$ cat src/rtl/als_pkg.sv
// -----------------------------------------------------------------------------
// als_pkg
// Shared constants and state encoding for the PmodALS light-sensor SPI link.
// Used by the responder (ADC emulator) and by the reader side.
//   ALS_DATA_WIDTH  : light value width carried per frame
//   ALS_LEAD_ZEROS  : zero bits sent ahead of the data MSB
//   ALS_FRAME_BITS  : sck rising edges in a complete frame
//   als_resp_state_e: responder frame state (IDLE / ACTIVE)
// -----------------------------------------------------------------------------
package als_pkg;

  localparam int ALS_DATA_WIDTH = 8;
  localparam int ALS_LEAD_ZEROS = 3;
  localparam int ALS_FRAME_BITS = 16;

  typedef enum logic [0:0] {
    ST_IDLE   = 1'b0,
    ST_ACTIVE = 1'b1
  } als_resp_state_e;

endpackage

$ cat src/rtl/als_sig_sync.sv
// -----------------------------------------------------------------------------
// als_sig_sync
// Multi-flop synchronizer for an idle-high pin plus edge detector.
// Ports:
//   clk_i   : system clock
//   rst_i   : asynchronous active-high reset (all stages go to 1)
//   pin_i   : asynchronous pin input
//   level_o : synchronized level (last synchronizer stage)
//   rise_o  : one-cycle strobe on a synchronized 0->1 transition
//   fall_o  : one-cycle strobe on a synchronized 1->0 transition
// -----------------------------------------------------------------------------
module als_sig_sync #(
  parameter int DEPTH = 2
) (
  input  logic clk_i,
  input  logic rst_i,
  input  logic pin_i,
  output logic level_o,
  output logic rise_o,
  output logic fall_o
);

  logic [DEPTH-1:0] sync_q;
  logic [DEPTH-1:0] sync_d;
  logic             prev_q;
  logic             prev_d;

  // Next values: shift the pin into the chain, keep a copy of the last stage.
  always_comb begin
    sync_d = {sync_q[DEPTH-2:0], pin_i};
    prev_d = sync_q[DEPTH-1];
  end

  // Synchronizer and edge-history flops; reset to the idle-high level.
  always_ff @(posedge clk_i or posedge rst_i) begin
    if (rst_i) begin
      sync_q <= {DEPTH{1'b1}};
      prev_q <= 1'b1;
    end else begin
      sync_q <= sync_d;
      prev_q <= prev_d;
    end
  end

  assign level_o = sync_q[DEPTH-1];
  assign rise_o  = sync_q[DEPTH-1] & ~prev_q;
  assign fall_o  = ~sync_q[DEPTH-1] & prev_q;

endmodule

$ cat src/rtl/als_spi_responder.sv
// -----------------------------------------------------------------------------
// als_spi_responder
// Emulates the PmodALS ADC (ADC081S021 frame format): serializes a light value
// onto sdo in response to the reader's cs/sck. All pins are oversampled by
// clk_i; nothing is clocked by sck.
// Ports:
//   clk_i, rst_i      : system clock, asynchronous active-high reset
//   value_i           : light value, sampled at frame start (cs fall)
//   cs_i, sck_i       : SPI chip select (active-low) and clock from the reader
//   sdo_o, sdo_oe_o   : serial data and its output enable
//   busy_o            : frame active
//   done_o / short_o  : one-cycle pulse at frame end, complete / truncated
// Optional build macro ALS_RESP_STATS_EN adds:
//   frames_o, errors_o: wrapping 16-bit counts of done_o / short_o pulses
// -----------------------------------------------------------------------------
module als_spi_responder
  import als_pkg::*;
#(
  parameter int DATA_WIDTH  = ALS_DATA_WIDTH,
  parameter int LEAD_ZEROS  = ALS_LEAD_ZEROS,
  parameter int FRAME_BITS  = ALS_FRAME_BITS,
  parameter int SYNC_STAGES = 2
) (
  input  logic                  clk_i,
  input  logic                  rst_i,
  input  logic [DATA_WIDTH-1:0] value_i,
  input  logic                  cs_i,
  input  logic                  sck_i,
  output logic                  sdo_o,
  output logic                  sdo_oe_o,
  output logic                  busy_o,
  output logic                  done_o,
`ifdef ALS_RESP_STATS_EN
  output logic [15:0]           frames_o,
  output logic [15:0]           errors_o,
`endif
  output logic                  short_o
);

  localparam int TRAIL_BITS = FRAME_BITS - LEAD_ZEROS - DATA_WIDTH;
  localparam int CNT_W      = $clog2(FRAME_BITS + 1);
  localparam logic [CNT_W-1:0] CNT_FULL = CNT_W'(FRAME_BITS);

  logic cs_lvl, cs_rise, cs_fall;
  logic sck_lvl, sck_rise, sck_fall;

  als_resp_state_e state_q, state_d;
  logic [FRAME_BITS-1:0] shift_q, shift_d, load_s;
  logic [CNT_W-1:0]      rise_cnt_q, rise_cnt_d;
  logic pending_q, pending_d;
  logic busy_q, busy_d;
  logic done_q, done_d;
  logic short_q, short_d;

  als_sig_sync #(.DEPTH(SYNC_STAGES)) u_cs_sync (
    .clk_i   (clk_i),
    .rst_i   (rst_i),
    .pin_i   (cs_i),
    .level_o (cs_lvl),
    .rise_o  (cs_rise),
    .fall_o  (cs_fall)
  );

  als_sig_sync #(.DEPTH(SYNC_STAGES)) u_sck_sync (
    .clk_i   (clk_i),
    .rst_i   (rst_i),
    .pin_i   (sck_i),
    .level_o (sck_lvl),
    .rise_o  (sck_rise),
    .fall_o  (sck_fall)
  );

  // Frame image: leading zeros, value MSB-first, trailing zeros.
  assign load_s = {{(FRAME_BITS-DATA_WIDTH){1'b0}}, value_i} << TRAIL_BITS;

  // State register.
  always_ff @(posedge clk_i or posedge rst_i) begin
    if (rst_i) begin
      state_q <= ST_IDLE;
    end else begin
      state_q <= state_d;
    end
  end

  // Next-state logic: a frame is bracketed by synchronized cs edges.
  always_comb begin
    state_d = state_q;
    case (state_q)
      ST_IDLE: begin
        if (cs_fall) begin
          state_d = ST_ACTIVE;
        end else begin
          state_d = ST_IDLE;
        end
      end
      ST_ACTIVE: begin
        if (cs_rise) begin
          state_d = ST_IDLE;
        end else begin
          state_d = ST_ACTIVE;
        end
      end
      default: state_d = ST_IDLE;
    endcase
  end

  // Output/datapath logic. cs rise is tested first so a coincident sck edge
  // is dropped. A fall only shifts after a rise (pending), which makes the
  // frame independent of the sck idle level.
  always_comb begin
    shift_d    = shift_q;
    rise_cnt_d = rise_cnt_q;
    pending_d  = pending_q;
    busy_d     = busy_q;
    done_d     = 1'b0;
    short_d    = 1'b0;
    case (state_q)
      ST_IDLE: begin
        if (cs_fall) begin
          shift_d    = load_s;
          rise_cnt_d = '0;
          pending_d  = 1'b0;
          busy_d     = 1'b1;
        end else begin
          busy_d     = 1'b0;
        end
      end
      ST_ACTIVE: begin
        if (cs_rise) begin
          shift_d    = '0;
          rise_cnt_d = '0;
          pending_d  = 1'b0;
          busy_d     = 1'b0;
          if (rise_cnt_q == CNT_FULL) begin
            done_d  = 1'b1;
          end else begin
            short_d = 1'b1;
          end
        end else if (sck_rise && !cs_lvl) begin
          if (rise_cnt_q != CNT_FULL) begin
            rise_cnt_d = rise_cnt_q + CNT_W'(1);
          end else begin
            rise_cnt_d = rise_cnt_q;
          end
          pending_d = 1'b1;
        end else if (sck_fall && !sck_lvl && pending_q) begin
          shift_d   = {shift_q[FRAME_BITS-2:0], 1'b0};
          pending_d = 1'b0;
        end else begin
          pending_d = pending_q;
        end
      end
      default: begin
        shift_d    = '0;
        rise_cnt_d = '0;
        pending_d  = 1'b0;
        busy_d     = 1'b0;
      end
    endcase
  end

  // Datapath and registered status flops.
  always_ff @(posedge clk_i or posedge rst_i) begin
    if (rst_i) begin
      shift_q    <= '0;
      rise_cnt_q <= '0;
      pending_q  <= 1'b0;
      busy_q     <= 1'b0;
      done_q     <= 1'b0;
      short_q    <= 1'b0;
    end else begin
      shift_q    <= shift_d;
      rise_cnt_q <= rise_cnt_d;
      pending_q  <= pending_d;
      busy_q     <= busy_d;
      done_q     <= done_d;
      short_q    <= short_d;
    end
  end

  assign sdo_o    = shift_q[FRAME_BITS-1];
  assign sdo_oe_o = busy_q;
  assign busy_o   = busy_q;
  assign done_o   = done_q;
  assign short_o  = short_q;

`ifdef ALS_RESP_STATS_EN
  logic [15:0] frames_q, frames_d;
  logic [15:0] errors_q, errors_d;

  // Frame statistics: count completed and truncated frames, wrapping.
  always_comb begin
    frames_d = frames_q;
    errors_d = errors_q;
    if (done_d) begin
      frames_d = frames_q + 16'd1;
    end else begin
      frames_d = frames_q;
    end
    if (short_d) begin
      errors_d = errors_q + 16'd1;
    end else begin
      errors_d = errors_q;
    end
  end

  // Statistics counter flops.
  always_ff @(posedge clk_i or posedge rst_i) begin
    if (rst_i) begin
      frames_q <= 16'd0;
      errors_q <= 16'd0;
    end else begin
      frames_q <= frames_d;
      errors_q <= errors_d;
    end
  end

  assign frames_o = frames_q;
  assign errors_o = errors_q;
`endif

endmodule

$ cat config.mk
export PLATFORM = sky130hd
export DESIGN_NAME = als_spi_responder
export DESIGN_NICKNAME = d
export VERILOG_FILES = /design/src/rtl/als_pkg.sv /design/src/rtl/als_sig_sync.sv /design/src/rtl/als_spi_responder.sv
export SDC_FILE = /design/constraint.sdc
export NUM_CORES = 1
export LEC_CHECK = 0
export ABC_CLOCK_PERIOD_IN_PS = 3000
export CAP_MARGIN = 20
export CORE_UTILIZATION = 45
export DETAILED_ROUTE_END_ITERATION = 12
export GPL_TIMING_DRIVEN = 1
export PLACE_DENSITY = 0.68
export SKIP_LAST_GASP = 1
export SLEW_MARGIN = 10
export SYNTH_ARGS = -nofsm -noshare
export SYNTH_HDL_FRONTEND = slang
export SYNTH_SLANG_ARGS = --single-unit
$ cat constraint.sdc
create_clock -name clk_i -period 3 [get_ports clk_i]
set_clock_uncertainty 0.15 [all_clocks]
set_input_delay 0.9 -clock clk_i [delete_from_list [all_inputs] [get_ports clk_i]]
set_output_delay 0.9 -clock clk_i [all_outputs]
set_load 0.02 [all_outputs]
# Word level (Yosys, flattened, before mapping)
# Index checks and enable logic that the tools add are counted.
[op_classes]
addsub = 1
mul = 0
n_div = 0
magnitude_cmp = 0
eq_ne = 9
n_shift = 0
mux = 26
bitwise_logic = 9
reduce_logical = 8
[ops]
columns = ["op", "n"]
rows = [
  ["$mux W16", 4],
  ["$pmux W16 S2", 1],
  ["$mux W5", 4],
  ["$mux W1", 13],
  ["$pmux W5 S2", 1],
  ["$ne A3 B2 Y1 const B", 3],
  ["$pmux W1 S2", 3],
  ["$reduce_and A3 Y1", 2],
  ["$add A5 B1 Y5 const B", 1],
  ["$eq A5 B5 Y1 const B", 1],
  ["$ne A5 B5 Y1 const B", 1],
  ["$not A1 Y1", 5],
  ["$and A1 B1 Y1", 4],
  ["$ne A2 B2 Y1 const B", 2],
  ["$ne A4 B2 Y1 const B", 1],
  ["$logic_and A1 B1 Y1", 3],
  ["$ne A3 B3 Y1 const B", 1],
  ["$logic_not A1 Y1", 2],
  ["$reduce_and A2 Y1", 1],
]
[totals]
regBits = 32
latch_bits = 0
mem_bits_rw = 0
romBits = 0
inputBits = 12
output_inout_bits = 5
elab_cells = 64
mem_count = 0

# Longest topological paths before layout
[depth]
ltp_word = 8
mapped_depth = 6
depth_no_buf = 6

# Hierarchy
# A second synthesis with hierarchy kept.
[hier_totals]
hier_cells = 114
area_unflattened_um2 = 1323.8
[by_module_without_submodules]
columns = ["mod", "instances", "cells_per_inst", "area_per_inst_um2", "seq_area_each_um2"]
rows = [
  ["als_spi_responder", 1, 102, 1128.6, 525.5],
  ["als_sig_sync", 2, 6, 97.6, 78.8],
]

# Worst setup path before layout
# OpenSTA, ideal clock, no wires.
[synth_timing]
path_type = "flip-flop to output port"
startpoint = "reg busy_q (netlist: busy_o)"
endpoint = "out sdo_oe_o"
arrival_time_ns = 0.626
t_required_ns = 1.950
setup_slack_ns = 1.324
stages_incl_launch_ff = 2
path_buffers = 1
path_cell_list = "dfrtp_1 buf_4"
[synth_rtl]
columns = ["item", "line", "text"]
rows = [
  ["start, declared", "als_spi_responder.sv:51", "logic busy_q, busy_d;"],
  ["start signal, assigned", "als_spi_responder.sv:175", "busy_q <= busy_d;"],
  ["end, declared", "als_spi_responder.sv:30", "output logic sdo_oe_o,"],
]
# No word-level cell between the ends.

# Worst setup path in the final report
[layout_timing]
startpoint = "reg shift_q[15]"
endpoint = "out sdo_o"
[layout_rtl]
columns = ["item", "line", "text"]
rows = [
  ["start, declared", "als_spi_responder.sv:48", "logic [FRAME_BITS-1:0] shift_q, shift_d, load_s;"],
  ["start signal, assigned", "als_spi_responder.sv:172", "shift_q <= shift_d;"],
  ["end, declared", "als_spi_responder.sv:29", "output logic sdo_o,"],
]
# No word-level cell between the ends.

==> run_results.csv <==
group,metric,value,unit
worst_setup_path,cpPeakStageDelay,0.61,ns
detailed_routing,ant_nets,0,
grt,grt_max_degree,28,
floorplanning,start_util,47.9,%
timing,max_slew_margin,74.8,%
detailed_routing,drtPass1Iterations,4,
power,p_leak,0.628,nW
power,swShare,27.3,%
power,p_clk_share,21.2,%
timing,tightest_slew,0.377,ns
power,internal_power,515,uW
power,power.sequential.fraction,61.8,%
worst_setup_path,arrival,1.29,ns
finish,fin_area,1410,um^2
clock_tree,cts_inserted_buffers,3,
power,power_frac_comb,17.0,%
timing,layout_min_cycle_time,2.34,ns
placement,routabilityCongestion,0.783,
finish,regArea,683,um^2
timing,finalCritPeriodShare,78.2,%
yosys,ys_seq_area_share,57.1,%
detailed_routing,drt-wirelength-per-cell,13.8,um
grt,grt_pass1_vias,766,
worst_setup_path,critPathKind,"register to output pin",
finish,synthToLayoutAreaGrowth,17.5,%
clock_tree,cts_tree,"yes",
floorplanning,ios,17,
detailed_routing,drc,0,
clock_tree,cts_repair_resize_count,0,
detailed_routing,wl_met1,1030,um
yosys,synth_fp_nets,122,
detailed_routing,wirelength,2140,um
timing,timing.fmax,0.427,GHz
yosys,syn-mean-instance-area,11.1,um^2
status,outcome,"finished clean",
floorplanning,core_area,2500,um^2
grt,grt_pass1_wl,3530,um
placement,dpl-instance-area,1380,um^2
detailed_routing,num_vias,866,
detailed_routing,drtIter0Drc,19,
yosys,synth-edff-count,0,
worst_setup_path,crit_path_cell_trace,"clkdlybuf4s50_1",
detailed_routing,wl_met2,994,um
placement,hpwl,1490,um
grt,antenna_found_initial,0,
worst_setup_path,critPathTopFamily,"buffers and inverters",
clock_tree,cts.path.max_buffers,2,
timing,rsz0062_at_grt,"no",
finish,final_cell_mix,"dfrtp_1, nor2_1, clkdlybuf4s50_1, o221ai_1",
worst_setup_path,critPathMaxFanout,2,
finish,fillerInstances,220,
yosys,ys_ff_latch,27,
worst_setup_path,critPathCaptureType,"output pin",
timing,setup_viol,0,
power,p_sw,193,uW
finish,drive_gt1_share,12.0,%
worst_setup_path,start_kind,"register",
hold_path,hold_class,"register to register",
yosys,ys_async_sr_fraction,100,%
yosys,syn_area,1200,um^2
clock_tree,cts-htree-levels,1,
detailed_routing,top_layer_used,"met4",
finish,diodes,0,
worst_setup_path,crit_path_top_delay_cell,"clkdlybuf4s50_1",
clock_tree,clkTransAtPathRegs,0.14,ns
clock_tree,clock_sinks,27,
finish,nets,140,
power,power_density,504,nW/um^2
clock_tree,postCtsSetupBuffers,0,
clock_tree,clk_latency,0.32,ns
floorplanning,die_y,53.6,um
grt,overflow,0,
detailed_routing,vias_per_cell,5.59,
yosys,synth_cells,108,
yosys,synth_flop_cell,"dfrtp_1",
floorplanning,rows,18,
clock_tree,ctsHoldBuffers,0,
placement,port_buffers,16,
flow_run,cap_violations,0,
clock_tree,cts_root_buffer,"clkbuf_4",
power,irDropWorstVdd,351,uV
yosys,yosys_warnings,0,
finish,multi_input_area,473,um^2
worst_setup_path,critPathBufInv,1,
finish,final_common_cell,"dfrtp_1",
detailed_routing,met3WireLength,99,um
worst_setup_path,required,1.95,ns
timing,finalHoldViolations,0,
yosys,ys_types,34,
timing,drv_slew,0,
timing,tns,0,ns
grt,grt_usage,17.5,%
floorplanning,dieArea,2870,um^2
floorplanning,die_x,53.6,um
-- Yosys cell counts (2+ instances only) --
master | count | area, um^2
a22o_1 | 5 | 43.8
a311oi_1 | 2 | 17.5
buf_2 | 3 | 15.0
dfrtp_1 | 21 | 526
dfstp_2 | 6 | 158
ha_1 | 2 | 25.0
inv_1 | 5 | 18.8
nand2_1 | 6 | 22.5
nand2b_1 | 2 | 12.5
nand3_1 | 5 | 25.0
nand4_1 | 2 | 12.5
nor2_1 | 18 | 67.6
o21a_1 | 2 | 15.0
o21ai_1 | 3 | 15.0
o221ai_1 | 7 | 61.3
-- final timing paths --
path | from | endpoint | slack (ns) | cells past startpoint
setup reg to reg | u_sck_sync.sync_q[1] | rise_cnt_q[3] | 1.31 | 4
hold / removal | u_cs_sync.sync_q[0] | u_cs_sync.sync_q[1] | 0.22 | 0
setup / recovery | shift_q[15] | sdo_o | 0.66 | 1
max in group asynchronous | rst_i | u_sck_sync.prev_q | 1.61 | 3
hold reg to reg | u_cs_sync.sync_q[0] | u_cs_sync.sync_q[1] | 0.22 | 0
min in group asynchronous | rst_i | shift_q[6] | 0.78 | 3
-- per-layer routing --
metal | vias up | global-route usage [%]
met5 | - | 0
met4 | 0 | 7.89
met3 | 2 | 3.39
met2 | 23 | 27.1
met1 | 420 | 23.8
li1 | 421 | -
-- through the flow --
step / total power, mW / worst slack [ns] / hold WS (ns) / utilization [%] / std cells
detailed placement: 0.567 / 1.00 / 0.197 / 55.2 / 151
CTS: 0.722 / 0.632 / 0.216 / 56.3 / 155
global route: 0.752 / 0.593 / 0.218 / 56.3 / 155
finish: 0.708 / 0.655 / 0.215 / 56.3 / 155
floorplan: 0.521 / 1.32 / 0.195 / - / 108
global placement: 0.561 / 1.01 / 0.196 / 55.2 / 151
-- cells by family (layout without fill, tap and decap cells) --
| group | count (synthesis) | in the layout | share of synthesized area [%] |
|---|---|---|---|
| adder cells (fa/ha/maj) | 2 | 2 | 2.09 |
| AND/OR/NAND/NOR | 45 | 45 | 21.0 |
| flip-flops | 27 | 27 | 57.1 |
| buffers and inverters | 9 | 26 | 3.45 |
| AO/OA/AOI/OAI | 25 | 25 | 16.4 |
-- final cells by class --
cell class                 instances  share of cell area [%]
sequential                        27                    48.6
multi-input combinational         72                    33.6
timing repair buffer              17                    11.9
inverter                           5                    1.33
clock buffer                       4                    1.87
tap                               30                    2.67
-- power by group through the flow --
| stage | Combinational [mW] | Sequential, mW | Clock [mW] |
|---|---|---|---|
| floorplan | 0.0850 | 0.436 | 0 |
| global placement | 0.119 | 0.442 | 0 |
| detailed placement | 0.123 | 0.444 | 0 |
| CTS | 0.123 | 0.437 | 0.162 |
| global route | 0.136 | 0.443 | 0.173 |
| finish | 0.121 | 0.437 | 0.150 |
-- sequential cells by signal, summed over array words and instances, names as in the netlist --
name,flops
busy_o,1
done_o,1
pending_q,1
rise_cnt_q,5
shift_q,11
short_o,1
state_q,1
u_cs_sync.prev_q,1
u_cs_sync.sync_q,2
u_sck_sync.prev_q,1
u_sck_sync.sync_q,2
No activity file was read; power rests on OpenSTA's default activity.
